===== src/rtl/fb_sched_pkg.sv =====
// Shared types and defaults for the feedback sample scheduler.
package fb_sched_pkg;

  localparam int unsigned FB_NCH           = 8;
  localparam int unsigned FB_SAMPLE_CYCLES = 4;
  localparam int unsigned FB_CW            = 8;

  typedef enum logic [1:0] {
    ST_IDLE   = 2'd0,
    ST_CLEAR  = 2'd1,
    ST_SAMPLE = 2'd2,
    ST_REPORT = 2'd3
  } fb_state_e;

  // Index width for n items, never below one bit.
  function automatic int unsigned sel_w(input int unsigned n);
    int unsigned w;
    w = 1;
    while ((32'd1 << w) < n) w = w + 1;
    return w;
  endfunction

endpackage


===== src/rtl/feedback_sample_scheduler_rr_arbiter.sv =====
// Combinational round-robin pick: first set req bit at or after ptr, wrapping modulo NCH.
module rr_arbiter
  import fb_sched_pkg::*;
#(
  parameter int unsigned NCH = FB_NCH,
  localparam int unsigned SW = sel_w(NCH)
) (
  input  logic [NCH-1:0] req,
  input  logic [SW-1:0]  ptr,
  output logic [SW-1:0]  idx_c,
  output logic           valid_c
);

  localparam int unsigned SW1 = SW + 1;

  logic [SW:0] cand_c;

  // Scan candidates starting at ptr; ptr < NCH so one wrap subtraction suffices.
  always_comb begin
    idx_c   = '0;
    valid_c = 1'b0;
    cand_c  = '0;
    for (int unsigned i = 0; i < NCH; i++) begin
      cand_c = {1'b0, ptr} + SW1'(i);
      if (cand_c >= SW1'(NCH)) cand_c = cand_c - SW1'(NCH);
      if (!valid_c && req[cand_c[SW-1:0]]) begin
        valid_c = 1'b1;
        idx_c   = cand_c[SW-1:0];
      end
    end
  end

endmodule


===== src/rtl/feedback_sample_scheduler.sv =====
// Shares one dual-edge feedback sampler among NCH channels: round-robin
// arbitration, clear pulse, fixed sampling window, per-channel count report.
// Build option: FB_SCHED_SAT_EN makes the count saturate instead of wrap.
module feedback_sample_scheduler
  import fb_sched_pkg::*;
#(
  parameter int unsigned NCH           = FB_NCH,
  parameter int unsigned SAMPLE_CYCLES = FB_SAMPLE_CYCLES,
  parameter int unsigned CW            = FB_CW
) (
  input  logic                    clk,
  input  logic                    rst,
  input  logic [NCH-1:0]          req,
  input  logic                    samp_q,
  output logic [sel_w(NCH)-1:0]   sel,
  output logic                    samp_clr,
  output logic                    samp_en,
  output logic [NCH-1:0]          grant,
  output logic                    done,
  output logic [CW-1:0]           result,
  output logic                    busy
);

  localparam int unsigned SW = sel_w(NCH);
  localparam int unsigned WW = sel_w(SAMPLE_CYCLES);

  fb_state_e         state_q, state_d;
  logic [SW-1:0]     sel_q, sel_d;
  logic [SW-1:0]     ptr_q, ptr_d;
  logic [CW-1:0]     cnt_q, cnt_d;
  logic [WW-1:0]     win_q, win_d;
  logic [CW-1:0]     result_q, result_d;
  logic [NCH-1:0]    grant_q, grant_d;
  logic              done_q, done_d;
  logic              samp_clr_q, samp_clr_d;
  logic              samp_en_q, samp_en_d;
  logic              busy_q, busy_d;

  logic [SW-1:0]     arb_idx_c;
  logic              arb_valid_c;
  logic [CW-1:0]     cnt_inc_c;

  rr_arbiter #(.NCH(NCH)) u_arb (
    .req     (req),
    .ptr     (ptr_q),
    .idx_c   (arb_idx_c),
    .valid_c (arb_valid_c)
  );

  // Count plus the current sample, saturating or wrapping per build option.
  always_comb begin
`ifdef FB_SCHED_SAT_EN
    cnt_inc_c = (&cnt_q) ? cnt_q : cnt_q + CW'(samp_q);
`else
    cnt_inc_c = cnt_q + CW'(samp_q);
`endif
  end

  // Next-state and registered-output decode.
  always_comb begin
    state_d  = state_q;
    sel_d    = sel_q;
    ptr_d    = ptr_q;
    cnt_d    = cnt_q;
    win_d    = win_q;
    result_d = result_q;
    grant_d  = '0;

    case (state_q)
      ST_IDLE: begin
        if (arb_valid_c) begin
          sel_d   = arb_idx_c;
          state_d = ST_CLEAR;
        end
      end
      ST_CLEAR: begin
        cnt_d   = '0;
        win_d   = '0;
        state_d = ST_SAMPLE;
      end
      ST_SAMPLE: begin
        cnt_d = cnt_inc_c;
        if (win_q == WW'(SAMPLE_CYCLES - 1)) begin
          result_d = cnt_inc_c;
          grant_d  = NCH'(1) << sel_q;
          state_d  = ST_REPORT;
        end else begin
          win_d = win_q + WW'(1);
        end
      end
      ST_REPORT: begin
        ptr_d   = (sel_q == SW'(NCH - 1)) ? '0 : sel_q + SW'(1);
        state_d = ST_IDLE;
      end
      default: state_d = ST_IDLE;
    endcase

    samp_clr_d = (state_d == ST_CLEAR);
    samp_en_d  = (state_d == ST_SAMPLE);
    done_d     = (state_d == ST_REPORT);
    busy_d     = (state_d != ST_IDLE);
  end

  // State and output registers; reset aborts any window in progress.
  always_ff @(posedge clk or posedge rst) begin
    if (rst) begin
      state_q    <= ST_IDLE;
      sel_q      <= '0;
      ptr_q      <= '0;
      cnt_q      <= '0;
      win_q      <= '0;
      result_q   <= '0;
      grant_q    <= '0;
      done_q     <= 1'b0;
      samp_clr_q <= 1'b0;
      samp_en_q  <= 1'b0;
      busy_q     <= 1'b0;
    end else begin
      state_q    <= state_d;
      sel_q      <= sel_d;
      ptr_q      <= ptr_d;
      cnt_q      <= cnt_d;
      win_q      <= win_d;
      result_q   <= result_d;
      grant_q    <= grant_d;
      done_q     <= done_d;
      samp_clr_q <= samp_clr_d;
      samp_en_q  <= samp_en_d;
      busy_q     <= busy_d;
    end
  end

  assign sel      = sel_q;
  assign samp_clr = samp_clr_q;
  assign samp_en  = samp_en_q;
  assign grant    = grant_q;
  assign done     = done_q;
  assign result   = result_q;
  assign busy     = busy_q;

endmodule


===== config.mk =====
export PLATFORM = sky130hd
export DESIGN_NAME = feedback_sample_scheduler
export DESIGN_NICKNAME = d
export VERILOG_FILES = /design/src/rtl/fb_sched_pkg.sv /design/src/rtl/feedback_sample_scheduler_rr_arbiter.sv /design/src/rtl/feedback_sample_scheduler.sv
export SDC_FILE = /design/constraint.sdc
export NUM_CORES = 1
export LEC_CHECK = 0
export ABC_AREA = 1
export CAP_MARGIN = 20
export CORE_UTILIZATION = 25
export CTS_BUF_LIST = sky130_fd_sc_hd__clkbuf_4 sky130_fd_sc_hd__clkbuf_8 sky130_fd_sc_hd__clkbuf_16
export DETAILED_ROUTE_END_ITERATION = 10
export HOLD_SLACK_MARGIN = 0.12
export SYNTH_ARGS = -nofsm -noshare
export SYNTH_HDL_FRONTEND = slang
export SYNTH_SLANG_ARGS = --single-unit

===== constraint.sdc =====
create_clock -name clk -period 2.39 [get_ports clk]
set_clock_uncertainty 0.1 [all_clocks]
set_input_delay 0.717 -clock clk [delete_from_list [all_inputs] [get_ports clk]]
set_output_delay 0.717 -clock clk [all_outputs]
set_load 0.01 [all_outputs]

==> impl_results.md, run 1 <==
- WHS Endpoint: result[7]$_DFFE_PP0P_
- Endpoints failing setup: 0
- Routed Antenna Nets: 0
- Cell Area, Synth: 2420 um2
- CTS tree: yes
- Max-cap violations: 0
- Layer with the highest usage: met2
- I/O Buffers: 33
- Synth Register Bits: 38
- Met3 usage: 0.0320
- Clock network fraction of total power: 0.096
- Switching portion of total power: 0.477
- Syn-to-layout area delta: 34.6%
- Die width: 100 um
- Critical R2R Capture: samp_clr$_DFF_PP0_
- Commonest non-fill, non-tap cell in the layout: nand2_1
- Final Net Count: 382
- Pre-CTS setup slack: -0.277 ns
- Die area: 10100 um2
- ANT cells: 0
- Slew HR: 0.690
- Average cell area after synthesis: 8.23 um2
- NetSw: 2.27 mW
- Int Power: 2.48 mW
- Logic gate share of total power: 0.694
- Synth Instances: 294
- Most frequent cells in the layout: nand2_1, dfrtp_1, inv_1
- Clock transition at path regs: 0.07 ns
- Crit. End Element: flop
- Global routing usage on met1: 0.142
- 1st-iter DRT viols: 71
- # hold bufs at CTS: 0
- HP Class: flop to flop
- Sink Count: 38
- Residual DRC: 0
- Global-route wire length before repair: 9270 um
- Initial Util: 0.260
- Bufs on Longest Clock Path: 2
- Placement row count: 35
- H-tree Lvls: 2
- Status: finished clean
- Hpwl dp: 4250 um
- Leakage: 1.61 nW
- Maximum VDD drop: 0.457 mV
- Vias in the first global route: 2055
- Fin Hold WS: 0.390 ns
- Power density cells: 1460 nW/um2
- Placement Cell Area: 3030 um2
- Distinct cells, synth: 33
- CP Max Fanout: 4
- Sequential power share: 0.210
- Hold Fails Final Rpt: 0
- Fmax: 0.436 GHz
- Num ports: 34
- Worst Hold Path Cells: 2
- Max Slew Vio Count: 0
- Root buf cell: clkbuf_8
- GRT Total Usage: 0.117
- Critical Path AT: 2.36 ns
- Final GP Congestion: 0.844
- Minimum clock period: 2.30 ns
- Clock Latency Late Sink: 0.29 ns
- Req. time, crit path: 2.45 ns
- Fin crit share: 0.961
- Final Cell Area: 3260 um2
- Core Area: 9330 um2
- Layout cell share with drive strength beyond 1: 0.241
- Die Y: 100 um
- Initial antenna violation count: 0
- GR Overflow Total: 0
- Routed WL: 5570 um
- Vias per inst: 4.28
- R2R Setup Slk: 0.17 ns
- R2r startpoint: ptr_q[1]$_DFFE_PP0N_
- TritonCTS Buffers: 5
- Worst setup path class: input port to flop
- # fillers: 982
- DR WL/cell: 11.5 um
- Seq/Total Area, Yosys: 0.393
- Reg2reg path depth: 13
- Met2 Use GR: 0.205
- Largest net degree at the start of global routing: 39
- TritonRoute pass-1 iters: 4
- Measured slew at the worst slew-check pin: 0.464 ns
- Worst Setup Start Kind: input port
- Synth warn: 0
- Final worst slack: 0.0938 ns
- Min-Delay Startpoint: result[7]$_DFFE_PP0P_
- Setup TNS: 0 ns
- Vias: 2079
- Syn_nets: 320
[per-stage QoR]
step / util / std cells / power [mW]
5_1_grt: 0.349 / 486 / 5.20
3_5_place_dp: 0.325 / 471 / 4.09
3_3_place_gp: 0.325 / 471 / 4.02
4_1_cts: 0.335 / 479 / 4.59
2_1_floorplan: - / 294 / 3.03
6_report: 0.349 / 486 / 4.75
[critical path, stage by stage]
cell and delay, ns:
clkdlybuf4s50_1 0.42, nand2_1 0.11, nand3_2 0.12, nand3_4 0.10, nand2_4 0.08, nor2_8 0.13, nand4_4 0.10, nor2_4 0.17
nand2_2 0.07, nor2_2 0.10, nand3_2 0.08, nand2_2 0.10, nor2_1 0.05
[cells by family after synthesis]
kind of cell | share of synthesized area
fa+ha+maj | 0.0775
compound gates | 0.0749
flops | 0.393
buf+inv | 0.0816
xor+xnor | 0.0289
simple gates | 0.344
[registers in the layout, summed over array words and instances (netlist names)]
register and flops:
cnt_q 8, samp_clr 1, result 8, ptr_q 3, sel 3, grant 8, done 1, busy 1
win_q 2, state_q 2, samp_en 1
[power groups by stage]
stage          logic [mW]  registers, mW  clock network [mW]
4_1_cts              3.10           1.01               0.479
3_5_place_dp         3.08           1.01                   0
6_report             3.30          0.998               0.457
5_1_grt              3.66           1.03               0.507
3_3_place_gp         3.02           1.00                   0
2_1_floorplan        2.02           1.01                   0
[worst max-delay path by stage]
stage	end	from	cells after the start
after global routing	sel[1]$_DFFE_PP0P_	req[2]	15
final	samp_clr$_DFF_PP0_	req[2]	13
after detailed placement	busy$_DFF_PP0_	req[3]	13
after global placement	busy$_DFF_PP0_	req[7]	13
after CTS	busy$_DFF_PP0_	ptr_q[0]$_DFFE_PP0N_	14
after floorplan	busy$_DFF_PP0_	ptr_q[0]$_DFFE_PP0N_	16
[Yosys cell counts (all sizes together)]
library cell	n	area, um2
or2	1	6.26
clkbuf	3	11.3
o21bai	1	7.51
ha	15	188
o21ai	21	105
a21oi	3	15.0
xnor2	3	26.3
o21a	1	7.51
a31oi	1	6.26
nand3	37	273
inv	39	149
o22ai	5	31.3
nor2	27	128
xor2	5	43.8
nand4	3	33.8
nand3b	1	7.51
nand2	80	360
nor3	5	25.0
dfrtp	38	951
a211o	1	8.76
buf	4	37.5
[per-layer routing]
metal  vias to the layer above  wire [um]  share of wire
met3                         3        149          0.027
met2                        27       2780           0.50
met1                       988       2600           0.47
li1                       1061          -              -
met5                         -          0              0
met4                         0         27         0.0049
[cell type report]
cell class	count	area (um2)	area share
clock buffer	7	90.1	0.0276
clock inverter	1	5.00	0.00154
inverter	39	151	0.0465
multi-input combinational	210	1330	0.408
sequential	38	951	0.292
tap	129	161	0.0495
timing repair buffer	62	569	0.175
[repair_timing]
action | CTS | global route
resized for setup | 1 | 25
buffers inserted | 0 | 7
pin swaps | 0 | 6
endpoints found under the setup margin | 2 | 8
Note: power is estimated with default switching activity, not from simulation.
==> inputs of run 2 (changes only) <==
MAX_ROUTING_LAYER = met4   (was not set)
clock period = 2.63 ns   (was 2.39 ns; I/O delays follow)
==> run 2 against run 1 <==
Net effect: hold slack worse by 0.0043 ns; combinational power is 18% lower; non-clock buffer count is 13 lower; sequential cell count stayed put; critical path type unchanged; largest cell class unchanged; highest routed layer unchanged.
==> impl_results.md, run 2 (synthesized netlist as in run 1, its figures left out) <==
- Core Area: 9330 um2 (unchanged)
- Cts repair resizes: 0 (-1)
- # placed instances: 465 (-1.3%)
- Syn-to-layout area delta: 27.2%
- Clock Latency Late Sink: 0.29 ns (about the same)
- Critical R2R Capture: busy$_DFF_PP0_
- Final Cell Area: 3080 um2 (-5.5%)
- Worst Hold Path Cells: 2 (unchanged)
- Routed WL: 5250 um (-5.6%)
- WHS Endpoint: result[7]$_DFFE_PP0P_
- HP Class: flop to flop
- Power density cells: 1310 nW/um2 (-10%)
- I/O Buffers: 33 (unchanged)
- Vias per inst: 4.22 (-1.5%)
- DR WL/cell: 11.1 um (-3.0%)
- Max Slew Vio Count: 0 (unchanged)
- Sink Count: 38 (unchanged)
- R2R Setup Slk: 0.27 ns (+0.10 ns)
- Min-Delay Startpoint: result[7]$_DFFE_PP0P_
- Switching portion of total power: 0.489 (+0.0118)
- Commonest non-fill, non-tap cell in the layout: nand2_1
- # fillers: 975 (-0.71%)
- Largest net degree at the start of global routing: 39 (unchanged)
- R2r startpoint: ptr_q[0]$_DFFE_PP0N_
- Bufs on Longest Clock Path: 2 (unchanged)
- Sequential power share: 0.228 (+0.018)
- # hold bufs at CTS: 0 (unchanged)
- Placement row count: 35 (unchanged)
- TritonRoute pass-1 iters: 4 (unchanged)
- Final Net Count: 369 (-3.4%)
- Fin Hold WS: 0.386 ns (-0.00429 ns)
- Fmax: 0.410 GHz
- Vias: 1994 (-4.1%)
- Root buf cell: clkbuf_8
- TritonCTS Buffers: 5 (unchanged)
- Int Power: 2.06 mW (-17%)
- Clock transition at path regs: 0.07 ns (about the same)
- Unrepaired setup endpoints after global routing: false
- Critical path buffers and inverters: 1 (unchanged)
- CP Max Fanout: 4 (unchanged)
- Worst setup path class: input port to flop
- Critical Path Slowest Stage Cell: clkdlybuf4s50_1
- Measured slew at the worst slew-check pin: 0.468 ns (+0.00403 ns)
- Num ports: 34 (unchanged)
- Critical Path AT: 2.51 ns (+0.15 ns)
- Residual DRC: 0 (unchanged)
- Crit path cell chain: clkdlybuf4s50_1, nand2_1, nand3_1, nand2_1, nand2_1, nand2_1, nand4_4, nor2_4, nand2_2, nor2_2, nand3_2, nand2_2, nand2_1
- Slew HR: 0.688 (-0.00269)
- Vias in the first global route: 2039 (-0.78%)
- ANT cells: 0 (unchanged)
- Routed Antenna Nets: 0 (unchanged)
- H-tree Lvls: 2 (unchanged)
- CTS tree: yes
- Req. time, crit path: 2.70 ns (+0.25 ns)
- GR Overflow Total: 0 (unchanged)
- Maximum VDD drop: 0.476 mV (+4.3%)
- Global-route wire length before repair: 9040 um (-2.5%)
- Crit path max-delay family: simple AND/OR/NAND/NOR gates
- Fin crit share: 0.926
- NetSw: 1.97 mW (-13%)
- Hpwl dp: 4070 um (-4.2%)
- Leakage: 1.48 nW (-8.0%)
- Setup Buffers After CTS: 0 (unchanged)
- Die width: 100 um (unchanged)
- Logic gate share of total power: 0.670 (-0.024)
- Minimum clock period: 2.44 ns
- Max-cap violations: 0 (unchanged)
- Initial Util: 0.260 (unchanged)
- Die area: 10100 um2 (unchanged)
- Die Y: 100 um (unchanged)
- Hold Fails Final Rpt: 0 (unchanged)
- 1st-iter DRT viols: 105 (+48%)
- Layout cell share with drive strength beyond 1: 0.166 (-0.0752)
- Status: finished clean
- Final GP Congestion: 0.923 (+9.3%)
- Most frequent cells in the layout: nand2_1, dfrtp_1, inv_1
- Max stage delay on crit path: 0.44 ns (+0.02 ns)
- Cell Count, Final, Fillers Out: 473 (-2.7%)
- Initial antenna violation count: 0 (unchanged)
- Crit. End Element: flop
- Worst Setup Start Kind: input port
- GRT Total Usage: 0.117 (+0.000345)
- Endpoints failing setup: 0 (unchanged)
- Placement Cell Area: 2980 um2 (-1.5%)
- Clock network fraction of total power: 0.102 (+0.006)
- Cell mode on critical path: nand2_1
- Reg2reg path depth: 14 (+1)
run 2: cell count changes in the layout (fill, tap and decap cells not counted), moves of 7 or more:
cell	change
buf_4	-12
nand2_1	+12
nand2_2	-12
clkdlybuf4s50_1	+7
dlymetal6s2s_1	-7
run 2: cell type report:
| type | instances | area [um2] | share of cell area |
|---|---|---|---|
| clock inverter | 1 | 5.00 | 0.00163 |
| timing repair buffer | 49 | 450 | 0.146 |
| inverter | 39 | 149 | 0.0484 |
| multi-input combinational | 210 | 1270 | 0.413 |
| tap | 129 | 161 | 0.0524 |
| sequential | 38 | 951 | 0.309 |
| clock buffer | 7 | 90.1 | 0.0293 |
run 2: how the worst max path moves through the flow:
| stage | startpoint | to | slack [ns] | depth (start not counted) |
|---|---|---|---|---|
| floorplan | ptr_q[0]$_DFFE_PP0N_ | busy$_DFF_PP0_ | 0.21 | 16 |
| global placement | req[3] | busy$_DFF_PP0_ | -0.08 | 13 |
| detailed placement | req[3] | samp_clr$_DFF_PP0_ | -0.11 | 13 |
| CTS | req[3] | busy$_DFF_PP0_ | 0.19 | 13 |
| global route | req[3] | sel[1]$_DFFE_PP0P_ | 0.04 | 13 |
| finish | req[3] | busy$_DFF_PP0_ | 0.19 | 13 |
run 2: per-stage QoR:
stage,setup slack [ns],utilization,setup TNS [ns],power [mW]
after floorplan,0.208,-,0,2.75
after global placement,-0.0800,0.320,-0.503,3.59
after detailed placement,-0.107,0.320,-0.723,3.62
after CTS,0.191,0.330,0,4.06
after global routing,0.0400,0.330,0,4.41
final,0.193,0.330,0,4.03
run 2: routing by layer:
layer	GRT usage	vias to the layer above	share of wire
met2	0.192	34	0.48
li1	-	1038	-
met1	0.147	917	0.48
met4	0.0401	0	0.0055
met5	-	-	0
met3	0.0188	5	0.031
run 2: power by group through the flow:
stage                     Combinational [mW]  Clock (mW)  Sequential, mW
final                                   2.70       0.412           0.916
after global routing                    3.01       0.452           0.948
after CTS                               2.71       0.427           0.920
after detailed placement                2.69           0           0.928
after global placement                  2.66           0           0.928
after floorplan                         1.83           0           0.920
run 2: worst min-delay path: cells and delay by family (launching register included):
family / cells / cell delay [ns]
compound gates: 1 / 0.06
flops: 1 / 0.34
simple gates: 1 / 0.05
==> inputs of run 3 (changes only) <==
ABC_AREA = not set   (was 1)
==> run 3 against run 2 <==
Net effect: the run now ends with setup timing left; utilization up 4.1 points; wire length rose by 29%; synthesized cell count decreased by 9.9%; via count grew 17%; hold slack lost 0.0073 ns; fmax down 17%; clock-buffer cell count shrank 2; critical endpoint is now sel[1]$_DFFE_PP0P_; highest routed layer unchanged.
==> impl_results.md, run 3 <==
- GRT Total Usage: 0.137 (+0.0200)
- Distinct cells, synth: 48 (+45%)
- Adder-Cell Fraction of Synth Area: 0.0708 (-0.00670)
- Req. time, crit path: 2.71 ns (about the same)
- Root buf cell: clkbuf_8
- Simple-Gate Fraction of Synth Area: 0.138 (-0.206)
- Largest net degree at the start of global routing: 39 (unchanged)
- Area leader, netlist: dfrtp_1
- Met3 usage: 0.0187 (-0.0000873)
- Bufs on Longest Clock Path: 2 (unchanged)
- CP startpoint: req[3]
- GR Overflow Total: 0 (unchanged)
- Critical Path AT: 3.03 ns (+0.52 ns)
- Failing checks: setup timing
- Global routing usage on met1: 0.170 (+0.0227)
- Syn_nets: 291 (-9.1%)
- HP Class: flop to flop
- Worst setup path class: input port to flop
- Average cell area after synthesis: 10.0 um2 (+21%)
- Sink Count: 38 (unchanged)
- Count leader, synth: dfrtp_1
- Num ports: 34 (unchanged)
- Crit. End Element: flop
- Minimum clock period: 2.95 ns (+0.509 ns)
- Pre-CTS setup slack: -0.932 ns (-0.826 ns)
- Unrepaired setup endpoints after global routing: true
- # placed instances: 478 (+2.8%)
- CP Max Fanout: 3 (-1)
- Layout cell share with drive strength beyond 1: 0.291 (+0.125)
- Synth area leaders: dfrtp_1, mux4_2, ha_1
- Synth Instances: 265 (-9.9%)
- Power density cells: 1270 nW/um2 (-3.2%)
- Min-Delay Startpoint: result[4]$_DFFE_PP0P_
- Placement row count: 37 (+5.7%)
- Initial Util: 0.258 (-0.00170)
- Post-synthesis compound-gate area fraction: 0.144 (+0.0695)
- Global-route wire length before repair: 11700 um (+29%)
- Hold Fails Final Rpt: 0 (unchanged)
- Largest family of logic cells by synthesized area: multiplexers
- I/O Buffers: 33 (unchanged)
- Final worst slack: -0.316 ns (-0.509 ns)
- Fmax: 0.339 GHz (-17%)
- Endpoints failing setup: 8 (+8)
- Mux share of post-synthesis cell area: 0.209 (+0.209)
- Vias in the first global route: 2371 (+16%)
- Xor/xnor share of the synthesized area: 0.0264 (-0.00250)
- Cell Area, Synth: 2650 um2 (+9.5%)
- Die area: 11000 um2 (+9.3%)
- Initial antenna violation count: 0 (unchanged)
- TritonRoute pass-1 iters: 4 (unchanged)
- Residual DRC: 0 (unchanged)
- R2r startpoint: ptr_q[0]$_DFFE_PP0N_
- Vias per inst: 4.73 (+12%)
- NetSw: 2.01 mW (+2.0%)
- Fin crit share: 1.12 (+0.194)
- Die width: 105 um (+4.5%)
- Sequential power share: 0.174 (-0.054)
- Seq/Total Area, Yosys: 0.359 (-0.0339)
- Clock Latency Late Sink: 0.30 ns (about the same)
- Synth Register Bits: 38 (unchanged)
- Syn-to-layout area delta: 44.1%
- Max stage delay on crit path: 0.47 ns (+0.03 ns)
- CTS tree: yes
- Commonest non-fill, non-tap cell in the layout: buf_4
- 1st-iter DRT viols: 72 (-31%)
- EDFF count, synth: 0 (unchanged)
- Worst Setup Start Kind: input port
- H-tree Lvls: 2 (unchanged)
- Routed WL: 6790 um (+29%)
- Max-cap violations: 0 (unchanged)
- Layer with the highest usage: met2
- Synth warn: 0 (unchanged)
- Final GP Congestion: 0.894 (-3.1%)
- Yosys top cell area share: 0.359 (-0.0339)
- Slew HR: 0.647 (-0.0409)
- Status: finished, violations left
- Critical Path Slowest Stage Cell: mux4_2
- Core Area: 10300 um2 (+10%)
- Crit path cell chain: dlygate4sd2_1, mux4_2, mux2_4, a2111o_1, or3_4, and3_4, a221o_1
- Top_reg_cell synth: dfrtp_1
- Routed Antenna Nets: 0 (unchanged)
- Clock network fraction of total power: 0.123 (+0.021)
- Leakage: 1.71 nW (+16%)
- Logic gate share of total power: 0.703 (+0.033)
- DR WL/cell: 13.7 um (+24%)
- Most frequent cells in the layout: buf_4, dfrtp_1, nand2_1, clkdlybuf4s50_1, inv_1
- R2R Setup Slk: -0.30 ns (-0.57 ns)
- Met2 Use GR: 0.232 (+0.0395)
- Hpwl dp: 5140 um (+26%)
- Maximum VDD drop: 0.504 mV (+5.9%)
- Max Slew Vio Count: 0 (unchanged)
- # hold bufs at CTS: 0 (unchanged)
- Clock transition at path regs: 0.08 ns (about the same)
- FFs w/ async S/R, synth: 1.00 (unchanged)
- ANT cells: 0 (unchanged)
- Switching portion of total power: 0.416 (-0.0737)
- Final Net Count: 383 (+3.8%)
- Cell Count, Final, Fillers Out: 494 (+4.4%)
- Top cells by count, synth: dfrtp_1, nand2_1, inv_1, mux2i_1, o21ai_0
- Vias: 2339 (+17%)
- Die Y: 105 um (+4.5%)
- Int Power: 2.82 mW (+37%)
- TritonCTS Buffers: 5 (unchanged)
- # fillers: 1056 (+8.3%)
- Measured slew at the worst slew-check pin: 0.530 ns (+0.0613 ns)
run 3: final cells by class:
type / instances / area [um2] / share of cell area
Inverter: 20 / 77.6 / 0.0203
Clock inverter: 3 / 68.8 / 0.0180
Clock buffer: 5 / 68.8 / 0.0180
Multi-Input combinational cell: 196 / 1650 / 0.433
Tap cell: 136 / 170 / 0.0446
Sequential cell: 38 / 952 / 0.249
Timing Repair Buffer: 96 / 827 / 0.217
run 3: critical path: cells and delay by family:
family          cells  cell delay (ns)
simple gates        2             0.52
mux                 2             0.76
buf+inv             1             0.26
compound gates      2             0.69
run 3: through the flow:
step / utilization / setup TNS [ns] / instance area [um2] / total power [mW] / hold slack, ns
detailed placement: 0.342 / -6.50 / 3510 / 3.94 / 0.370
CTS: 0.368 / -1.82 / 3790 / 4.80 / 0.389
global route: 0.371 / -2.52 / 3820 / 5.22 / 0.412
floorplan: - / -1.36 / 2680 / 2.73 / 0.377
global placement: 0.342 / -6.09 / 3510 / 3.89 / 0.360
finish: 0.371 / -1.67 / 3820 / 4.83 / 0.378
run 3: worst paths after layout:
path / end / depth (start not counted)
worst min register to register: result[4]$_DFFE_PP0P_ / 2
worst max-delay path: sel[1]$_DFFE_PP0P_ / 7
worst max register to register: sel[1]$_DFFE_PP0P_ / 8
worst min-delay path: result[4]$_DFFE_PP0P_ / 2
min in group asynchronous: grant[6]$_DFF_PP0_ / 3
max in group asynchronous: ptr_q[0]$_DFFE_PP0N_ / 3
run 3: logic make-up after synthesis:
group,Yosys count
AOI/OAI and AO/OA,58
xor gates and xnor gates,8
adders and majority gates,15
buffers and inverters,31
DFF,38
muxes,39
and+or+nand+nor,76
run 3: timing repair:
action,CTS,global route
buffers inserted,7,1
pin swaps,8,3
gates resized for setup,34,5
setup endpoints to repair,8,8
gates cloned,0,0
run 3: per-layer routing:
metal  share of wire  vias up
met5               0        -
met4           0.017        0
met3           0.028        8
met2            0.50       48
met1            0.45     1124
li1                -     1159
run 3: power by group through the flow:
| stage | clock network (mW) | logic (mW) | registers, mW |
|---|---|---|---|
| after floorplan | 0 | 1.89 | 0.833 |
| after global placement | 0 | 3.05 | 0.846 |
| after detailed placement | 0 | 3.10 | 0.848 |
| after CTS | 0.610 | 3.35 | 0.840 |
| after global routing | 0.632 | 3.73 | 0.862 |
| final | 0.592 | 3.40 | 0.843 |
